`config.mk`:
```
export PLATFORM = sky130hd
export DESIGN_NAME = dmem_store_buffer_flat
export DESIGN_NICKNAME = d
export VERILOG_FILES = /design/src/rtl/dmem_store_buffer_if.sv /design/src/rtl/dmem_store_buffer.sv /design/src/flat_wrapper.sv
export SDC_FILE = /design/constraint.sdc
export NUM_CORES = 1
export LEC_CHECK = 0
export BUFFER_PORTS_ARGS = -buffer_cell sky130_fd_sc_hd__buf_2
export CAP_MARGIN = 20
export CELL_PAD_IN_SITES_DETAIL_PLACEMENT = 1
export CELL_PAD_IN_SITES_GLOBAL_PLACEMENT = 1
export CORE_MARGIN = 1
export CORE_UTILIZATION = 47
export DETAILED_ROUTE_END_ITERATION = 6
export GPL_TIMING_DRIVEN = 0
export PLACE_DENSITY_LB_ADDON = 0.12
export SYNTH_ARGS = -nofsm -noshare
export SYNTH_HDL_FRONTEND = slang
export SYNTH_SLANG_ARGS = --single-unit
```
`constraint.sdc`:
```
create_clock -name clk -period 3.2 [get_ports clk]
set_input_delay 0.16 -clock clk [delete_from_list [all_inputs] [get_ports clk]]
set_output_delay 0.16 -clock clk [all_outputs]
set_load 0.05 [all_outputs]
```
`src/rtl/dmem_store_buffer_if.sv`:
```
// Bundle of stage-side store/load signals and data SRAM port for dmem_store_buffer.
// master = pipeline stage + SRAM environment, slave = the store buffer.
interface dmem_store_buffer_if;
  logic        mem_wr;
  logic [31:0] mem_w_addr;
  logic [31:0] mem_w_data;
  logic        stall;
  logic        rd_en;
  logic [31:0] rd_addr;
  logic        rd_valid;
  logic [31:0] rd_data;
  logic        sram_req;
  logic        sram_we;
  logic [31:0] sram_addr;
  logic [31:0] sram_wdata;
  logic        sram_gnt;
  logic [31:0] sram_rdata;

  modport master (
    output mem_wr, mem_w_addr, mem_w_data, rd_en, rd_addr, sram_gnt, sram_rdata,
    input  stall, rd_valid, rd_data, sram_req, sram_we, sram_addr, sram_wdata
  );

  modport slave (
    input  mem_wr, mem_w_addr, mem_w_data, rd_en, rd_addr, sram_gnt, sram_rdata,
    output stall, rd_valid, rd_data, sram_req, sram_we, sram_addr, sram_wdata
  );
endinterface

```
`src/rtl/dmem_store_buffer.sv`:
```
// FIFO store buffer draining to a single-ported data SRAM, with load servicing.
// Define STORE_FWD_EN for store-to-load forwarding and load-over-drain priority.
module dmem_store_buffer #(
  parameter int unsigned DEPTH = 4
) (
  input logic             clk,
  input logic             rst_n,
  dmem_store_buffer_if.slave bus
);
  localparam int unsigned PW = $clog2(DEPTH);

  typedef enum logic [1:0] {IDLE, DRAIN, READ, RESP} state_t;

  state_t        state;
  logic [31:0]   addr_q [DEPTH];
  logic [31:0]   data_q [DEPTH];
  logic [PW-1:0] head;
  logic [PW-1:0] tail;
  logic [PW:0]   count;
  logic          full;
  logic          enq;
  logic          pop;
  logic          req_q;
  logic          we_q;
  logic [31:0]   addr_o;
  logic [31:0]   wdata_o;
  logic          valid_q;
  logic          src_sram;

  assign full      = (count == (PW+1)'(DEPTH));
  assign enq       = bus.mem_wr & ~full;
  assign pop       = (state == DRAIN) & bus.sram_gnt;
  assign bus.stall = bus.mem_wr & full;

  assign bus.sram_req   = req_q;
  assign bus.sram_we    = we_q;
  assign bus.sram_addr  = addr_o;
  assign bus.sram_wdata = wdata_o;
  assign bus.rd_valid   = valid_q;

  always_ff @(posedge clk) begin
    if (enq) begin
      addr_q[tail] <= bus.mem_w_addr;
      data_q[tail] <= bus.mem_w_data;
    end
  end

  always_ff @(posedge clk or negedge rst_n) begin
    if (!rst_n) begin
      head  <= '0;
      tail  <= '0;
      count <= '0;
    end else begin
      if (enq) tail <= tail + PW'(1);
      if (pop) head <= head + PW'(1);
      count <= count + (PW+1)'(enq) - (PW+1)'(pop);
    end
  end

`ifdef STORE_FWD_EN
  logic          hit;
  logic [31:0]   hit_data;
  logic [PW-1:0] idx;
  logic [31:0]   fwd_q;

  // Walk oldest to youngest so the last match (youngest store) wins.
  always_comb begin
    hit      = 1'b0;
    hit_data = '0;
    idx      = '0;
    for (int unsigned i = 0; i < DEPTH; i++) begin
      idx = head + PW'(i);
      if (((PW+1)'(i) < count) && (addr_q[idx][31:2] == bus.rd_addr[31:2])) begin
        hit      = 1'b1;
        hit_data = data_q[idx];
      end
    end
  end

  assign bus.rd_data = src_sram ? bus.sram_rdata : fwd_q;
`else
  assign bus.rd_data = src_sram ? bus.sram_rdata : '0;
`endif

  always_ff @(posedge clk or negedge rst_n) begin
    if (!rst_n) begin
      state    <= IDLE;
      req_q    <= 1'b0;
      we_q     <= 1'b0;
      addr_o   <= '0;
      wdata_o  <= '0;
      valid_q  <= 1'b0;
      src_sram <= 1'b0;
`ifdef STORE_FWD_EN
      fwd_q    <= '0;
`endif
    end else begin
      case (state)
        IDLE: begin
`ifdef STORE_FWD_EN
          if (bus.rd_en && hit) begin
            state    <= RESP;
            valid_q  <= 1'b1;
            src_sram <= 1'b0;
            fwd_q    <= hit_data;
          end else if (bus.rd_en) begin
            state  <= READ;
            req_q  <= 1'b1;
            we_q   <= 1'b0;
            addr_o <= bus.rd_addr;
          end else if (count != '0) begin
            state   <= DRAIN;
            req_q   <= 1'b1;
            we_q    <= 1'b1;
            addr_o  <= addr_q[head];
            wdata_o <= data_q[head];
          end
`else
          // A pending load waits here until every buffered store has drained.
          if (count != '0) begin
            state   <= DRAIN;
            req_q   <= 1'b1;
            we_q    <= 1'b1;
            addr_o  <= addr_q[head];
            wdata_o <= data_q[head];
          end else if (bus.rd_en) begin
            state  <= READ;
            req_q  <= 1'b1;
            we_q   <= 1'b0;
            addr_o <= bus.rd_addr;
          end
`endif
        end
        DRAIN: begin
          if (bus.sram_gnt) begin
            state <= IDLE;
            req_q <= 1'b0;
            we_q  <= 1'b0;
          end
        end
        READ: begin
          if (bus.sram_gnt) begin
            state    <= RESP;
            req_q    <= 1'b0;
            valid_q  <= 1'b1;
            src_sram <= 1'b1;
          end
        end
        RESP: begin
          state   <= IDLE;
          valid_q <= 1'b0;
        end
        default: state <= IDLE;
      endcase
    end
  end
endmodule

```
`src/flat_wrapper.sv`:
```
// flat-port wrapper written by rule: the top's interface ports become plain ports
module dmem_store_buffer_flat 
#(
  parameter int unsigned DEPTH = 4
)
  (clk, rst_n, bus_mem_wr, bus_mem_w_addr, bus_mem_w_data, bus_rd_en, bus_rd_addr, bus_sram_gnt, bus_sram_rdata, bus_stall, bus_rd_valid, bus_rd_data, bus_sram_req, bus_sram_we, bus_sram_addr, bus_sram_wdata);
  dmem_store_buffer_if bus_i ();
  input logic clk;
  input logic rst_n;
  input wire logic [$bits(bus_i.mem_wr)-1:0] bus_mem_wr;
  input wire logic [$bits(bus_i.mem_w_addr)-1:0] bus_mem_w_addr;
  input wire logic [$bits(bus_i.mem_w_data)-1:0] bus_mem_w_data;
  input wire logic [$bits(bus_i.rd_en)-1:0] bus_rd_en;
  input wire logic [$bits(bus_i.rd_addr)-1:0] bus_rd_addr;
  input wire logic [$bits(bus_i.sram_gnt)-1:0] bus_sram_gnt;
  input wire logic [$bits(bus_i.sram_rdata)-1:0] bus_sram_rdata;
  output wire logic [$bits(bus_i.stall)-1:0] bus_stall;
  output wire logic [$bits(bus_i.rd_valid)-1:0] bus_rd_valid;
  output wire logic [$bits(bus_i.rd_data)-1:0] bus_rd_data;
  output wire logic [$bits(bus_i.sram_req)-1:0] bus_sram_req;
  output wire logic [$bits(bus_i.sram_we)-1:0] bus_sram_we;
  output wire logic [$bits(bus_i.sram_addr)-1:0] bus_sram_addr;
  output wire logic [$bits(bus_i.sram_wdata)-1:0] bus_sram_wdata;
  assign bus_i.mem_wr = bus_mem_wr;
  assign bus_i.mem_w_addr = bus_mem_w_addr;
  assign bus_i.mem_w_data = bus_mem_w_data;
  assign bus_i.rd_en = bus_rd_en;
  assign bus_i.rd_addr = bus_rd_addr;
  assign bus_i.sram_gnt = bus_sram_gnt;
  assign bus_i.sram_rdata = bus_sram_rdata;
  assign bus_stall = bus_i.stall;
  assign bus_rd_valid = bus_i.rd_valid;
  assign bus_rd_data = bus_i.rd_data;
  assign bus_sram_req = bus_i.sram_req;
  assign bus_sram_we = bus_i.sram_we;
  assign bus_sram_addr = bus_i.sram_addr;
  assign bus_sram_wdata = bus_i.sram_wdata;
  dmem_store_buffer #(.DEPTH(DEPTH)) u_core (.clk(clk), .rst_n(rst_n), .bus(bus_i));
endmodule
```
# --- Yosys cells after proc, flatten, opt, wreduce, memory -nomap -nowiden ---
# Memories as Yosys holds them, arrays and structs flattened. A register that Yosys moved wholly into a read port is not among the register bits.
# Cells that the tools add are included.
totals:
  inputBits: 133
  elab_cells: 61
  out_inout_bits: 100
  memories: 2
  mem_bits_rw: 256
  register_bits: 45
classes:
  bitwise_logic: 4
  n_eq_ne: 8
  muxes: 19
  reduce_logical: 15
  n_addsub: 4
memory_table:
  columns: ["name", "words", "width", "read_ports", "rd_clocked_by_memory_dff", "write_ports", "line", "rtl"]
  rows:
  - ["u_core.addr_q", 4, 32, 1, 0, 1, "dmem_store_buffer.sv:15", "logic [31:0] addr_q [DEPTH];"]
  - ["u_core.data_q", 4, 32, 1, 1, 1, "dmem_store_buffer.sv:16", "logic [31:0] data_q [DEPTH];"]
op_table:
  columns: ["cell", "count"]
  rows:
  - ["32-bit 2-to-1 mux", 3]
  - ["3-bit AND reduction", 3]
  - ["1-bit 2-to-1 mux", 8]
  - ["2-bit 2-to-1 mux", 4]
  - ["2-bit case mux with 4 select lines", 1]
  - ["2-bit AND reduction", 4]
  - ["2-bit nonzero test", 4]
  - ["1-bit case mux with 2 select lines", 3]
  - ["2-bit by 1-bit adder with 2-bit output, second input constant", 2]
  - ["2-bit == test, second input constant", 2]
  - ["2-bit inequality test, second input constant", 2]
  - ["3-bit by 1-bit adder with 3-bit output", 1]
  - ["1-bit AND", 3]
  - ["3-bit == test, second input constant", 1]
  - ["3-bit by 2-bit inequality test with 1-bit output, second input constant", 1]
  - ["3-bit nonzero test", 1]
  - ["3-bit by 1-bit subtractor with 3-bit output", 1]
  - ["2-bit by 1-bit == test with 1-bit output, second input constant", 1]
  - ["2-bit logical NOT", 1]
  - ["2-bit by 1-bit inequality test with 1-bit output, second input constant", 1]
  - ["2-bit OR reduction", 1]
  - ["1-bit logical NOT", 1]
  - ["1-bit NOT", 1]

# --- Logic depth before layout (Yosys ltp) ---
logic_depth:
  depth_word: 5
  ltp_mapped: 9
  ltp_nobuf: 9

# --- Worst setup path before layout ---
# No wires, ideal clock.
synth_path:
  path_type: "reg-to-reg"
  startpoint: "register u_core.count[0]"
  endpoint: "memory u_core.addr_q[0][0] (enable)"
  setup_time_ns: 0.429
  n_path_buf: 0
  t_arrival_ns: 2.303
  required_ns: 2.771
  slack_ns: 0.468
  period_less_slack_ns: 2.732
  stages_incl_launch_ff: 4
  cell_sequence: "dfrtp_1 -> nor2_1 -> a21boi_2 -> and2_1"
synth_via:
  elab_chain_cells: 5
synth_rtl:
  columns: ["item", "line", "rtl"]
  rows:
  - ["start, declared", "dmem_store_buffer.sv:19", "logic [PW:0] count;"]
  - ["start signal, assigned", "dmem_store_buffer.sv:56", "count <= count + (PW+1)'(enq) - (PW+1)'(pop);"]
  - ["3-bit == test", "dmem_store_buffer.sv:30", "assign full = (count == (PW+1)'(DEPTH));"]
  - ["1-bit NOT", "dmem_store_buffer.sv:31", "assign enq = bus.mem_wr & ~full;"]
  - ["1-bit AND", "dmem_store_buffer.sv:31", null]
  - ["1-bit 2-to-1 mux", "dmem_store_buffer.sv:42", "if (enq) begin"]
  - ["1-bit 2-to-1 mux (not written as such)", "dmem_store_buffer.sv:43", "addr_q[tail] <= bus.mem_w_addr;"]
  - ["end, declared", "dmem_store_buffer.sv:15", null]
# No other way between the ends.

# --- Worst setup path in the final report ---
layout_path:
  startpoint: "register u_core.state[1]"
  endpoint: "register u_core.addr_o[12], in the netlist u_core.bus.sram_addr[12]"
layout_via:
  elab_chain_cells: 2
layout_rtl:
  columns: ["item", "line", "rtl"]
  rows:
  - ["start, declared", "dmem_store_buffer.sv:14", "state_t state;"]
  - ["start signal, assigned", "dmem_store_buffer.sv:87", "state <= IDLE;"]
  - ["start signal, assigned", "dmem_store_buffer.sv:121", "state <= DRAIN;"]
  - ["start signal, assigned", "dmem_store_buffer.sv:127", "state <= READ;"]
  - ["2-bit logical NOT", "dmem_store_buffer.sv:98", "case (state)"]
  - ["2-bit AND reduction (no source line)", null, null]
  - ["end signal, assigned", "dmem_store_buffer.sv:124", "addr_o <= addr_q[head];"]
  - ["end signal, assigned", "dmem_store_buffer.sv:130", "addr_o <= bus.rd_addr;"]
  - ["end, declared", "dmem_store_buffer.sv:25", "logic [31:0] addr_o;"]
# No other way between the ends.
# A chain may end at the register's enable or synchronous reset.

==> impl_metrics.yaml <==
clock_tree:
  cts_setup_buffers: 0
  cts-root-buf: "clkbuf_16"
  cts_buffer_depth: 3
  cts_tree: "yes"
  cts.sinks: 333
  cts_resized: 0
  cts_buffers: 36
  h-tree-depth: 2
  clk_latency_ps: 510
  clkSlewWorstSetupHoldPaths_ps: 60
logic_synthesis:
  synth_edf_count: 256
  synth_common_cells: "256 x edfxtp_1, 77 x dfrtp_1, 66 x nand2_1"
  yosys.area.top_type: "edfxtp_1"
  ys.flop_type: "edfxtp_1"
  ys_types: 37
  synth.most_common_cell: "edfxtp_1"
  synth_warnings: 0
  syn_nets: 832
  syn_area_um2: 12900
  ys_top_cells_by_area: "edfxtp_1 59%, dfrtp_1 15%, mux4_2 11%, mux2_1 2.3%, nand2_1 1.9%"
  syn_area_per_cell_um2: 18.8
  async_flop_share_pct: 23.1
  seq_area_frac_synth_pct: 74.3
  synth-seq-cells: 333
  syn_inst: 687
  synth_top_area_share_pct: 59.4
setup_path:
  startpoint: "u_core.state[1]"
  worstPathRequired_ps: 3540
  crit_chain: "inv_1, ha_1, o41a_1, buf_2, clkbuf_1, a31oi_1"
  crit_type: "flip-flop to flip-flop"
  path_depth: 6
  cp-end-kind: "flip-flop"
  crit_path_max_fanout: 10
  critPathMaxStageDelay_ps: 500
  arrival_ps: 2630
  crit_family: "buffers and inverters"
  worstSetupStartpointType: "flip-flop"
  cp_num_buf_inv: 3
  reg2reg_depth: 6
  slowest_stage: "clkbuf_1"
  rr_startpoint: "u_core.state[1]"
finish:
  diodes: 0
  seq_area_um2: 9610
  instances_no_fill: 1429
  area_growth_pct: 30.7
  layout.nets: 1205
  fillers: 2458
  drive_above_1_share_pct: 36.7
  multi_input_area_um2: 3050
  finalInstanceArea_um2: 16900
  fin_util_pct: 62.8
grt:
  antenna_found_initial: 0
  grt_start_max_net_pins: 60
  gr-total-overflow: 0
  grt_pass1_vias: 8524
  grt_pass1_wl_um: 47800
  grt.total_usage_pct: 22.6
die:
  die_w_um: 168
  ios: 233
  rows: 60
  start_util_pct: 48.0
  dieArea_um2: 28200
  die_h_um: 168
  coreArea_um2: 27000
sta:
  final_hold_viol_count: 0
  rsz0062_at_grt: "no"
  maxSlewViolCount: 0
  tightest_slew_ps: 760
  maxSlewHeadroom_pct: 49.1
  fmax_ghz: 0.436
  post-route-period-util_pct: 71.7
  finalClockSkew_ps: 14.2
  finalSetupTns_ps: 0
  period_minus_slack_ps: 2290
  finalSetupViolCount: 0
drt:
  drc: 0
  post_drt_wl_per_cell_um: 21.8
  vias: 7526
  final_antenna_net_count: 0
  via_per_inst: 5.27
  drt_iter0_drc: 335
  routed_wl_um: 31100
  dr.pass1.iters: 4
placed_design:
  gp_congestion: 0.767
  place_area_um2: 14700
  dp_hpwl_um: 19600
  numPortBuffers: 232
  dp.cells: 1265
flow_run:
  drv_cap: 0
pwr:
  leakage_nw: 6.51
  power.density_nw_per_um2: 1070
  peakVddDrop_uv: 573
min_path:
  worstHoldPathType: "input pin to flip-flop"
  holdPathStages: 4
  min_from: "bus_rd_en"
run_status:
  outcome: "completed"
[layer usage]
metal	up-vias	routed length, um	global-route usage, %
met4	0	497	5.58
li1	3387	-	-
met3	34	1470	4.37
met1	3893	12200	26.5
met5	-	0	0
met2	212	17000	42.4
[layout make-up]
cell class,instances,area share (%)
buffer,36,1.45
tap,341,2.52
inverter,11,0.244
clock buffer,50,6.06
multi-input combinational,307,18.0
sequential,333,56.8
clock inverter,16,1.55
timing repair buffer,335,13.3
[flip-flops by register name, summed over array words and instances (netlist names), 2 cells and up]
signal                 flops
u_core.bus.sram_addr      32
u_core.bus.sram_wdata     32
u_core.tail                2
u_core.state               2
u_core.count               3
u_core.addr_q            128
u_core.data_q            128
u_core.head                2
[worst register-to-register path, cell delays in order (launching register included)]
cell,delay [ps]
dfrtp_1,400
inv_1,140
ha_1,390
o41a_1,210
buf_2,240
clkbuf_1,500
a31oi_1,230
[timing repair]
item,in CTS,in global routing
hold buffers,98,0
hold endpoints to repair,368,0
setup endpoints to repair,0,0
[final timing paths]
| kind | end | slack [ps] |
|---|---|---|
| max in group asynchronous | u_core.bus.sram_wdata[24] | 2440 |
| min | u_core.bus.sram_req | 70 |
| min reg2reg | u_core.bus.sram_wdata[0] | 490 |
| min in group asynchronous | u_core.bus.sram_addr[20] | 110 |
| max reg2reg | u_core.bus.sram_addr[12] | 910 |
| max | u_core.bus.sram_addr[12] | 910 |
[cells by family after synthesis]
logic type                 share of synthesized area [%]
DFF                                                 74.3
adders and majority gates                           1.22
xor gates and xnor gates                           0.338
AOI/OAI and AO/OA                                   2.20
muxes                                               14.5
and+or+nand+nor                                     5.23
buffers and inverters                               2.21
[per-stage QoR]
stage / power, W / hold WS [ps] / setup slack, ps
finish: 0.0181 / 73.9 / 906
global route: 0.0189 / 85.0 / 748
CTS: 0.0182 / 54.0 / 973
detailed placement: 0.0136 / 68.3 / 1010
global placement: 0.0133 / 368 / -966
floorplan: 0.0116 / -136 / 468
[power breakdown]
part	total, W	internal, W	switching (W)	leakage [nW]
clock	0.00444	0.00281	0.00163	0.628
sequential	0.00639	0.00594	0.000456	3.23
combinational	0.00722	0.00253	0.00469	2.65
[cells in the final DEF, fill, tap and decap left out, types with 3 or more instances in the layout]
master | Yosys | final
edfxtp_1 | 256 | 256
buf_2 | 15 | 246
dlygate4sd3_1 | 0 | 98
dfrtp_1 | 77 | 77
nand2_1 | 66 | 66
mux4_2 | 64 | 64
clkbuf_16 | 0 | 37
nor2_1 | 35 | 35
and2_1 | 36 | 32
a31oi_1 | 32 | 32
mux2_1 | 26 | 26
clkbuf_1 | 11 | 19
inv_1 | 11 | 11
ha_1 | 11 | 11
bufinv_16 | 0 | 7
mux2_4 | 6 | 6
buf_6 | 5 | 5
buf_12 | 1 | 5
clkbuf_8 | 0 | 5
xnor2_1 | 4 | 4
and2_4 | 0 | 4
clkinv_2 | 0 | 4
buf_8 | 3 | 3
a21oi_1 | 3 | 3
mux2_2 | 3 | 3
Power figures use the tool's default switching activity.
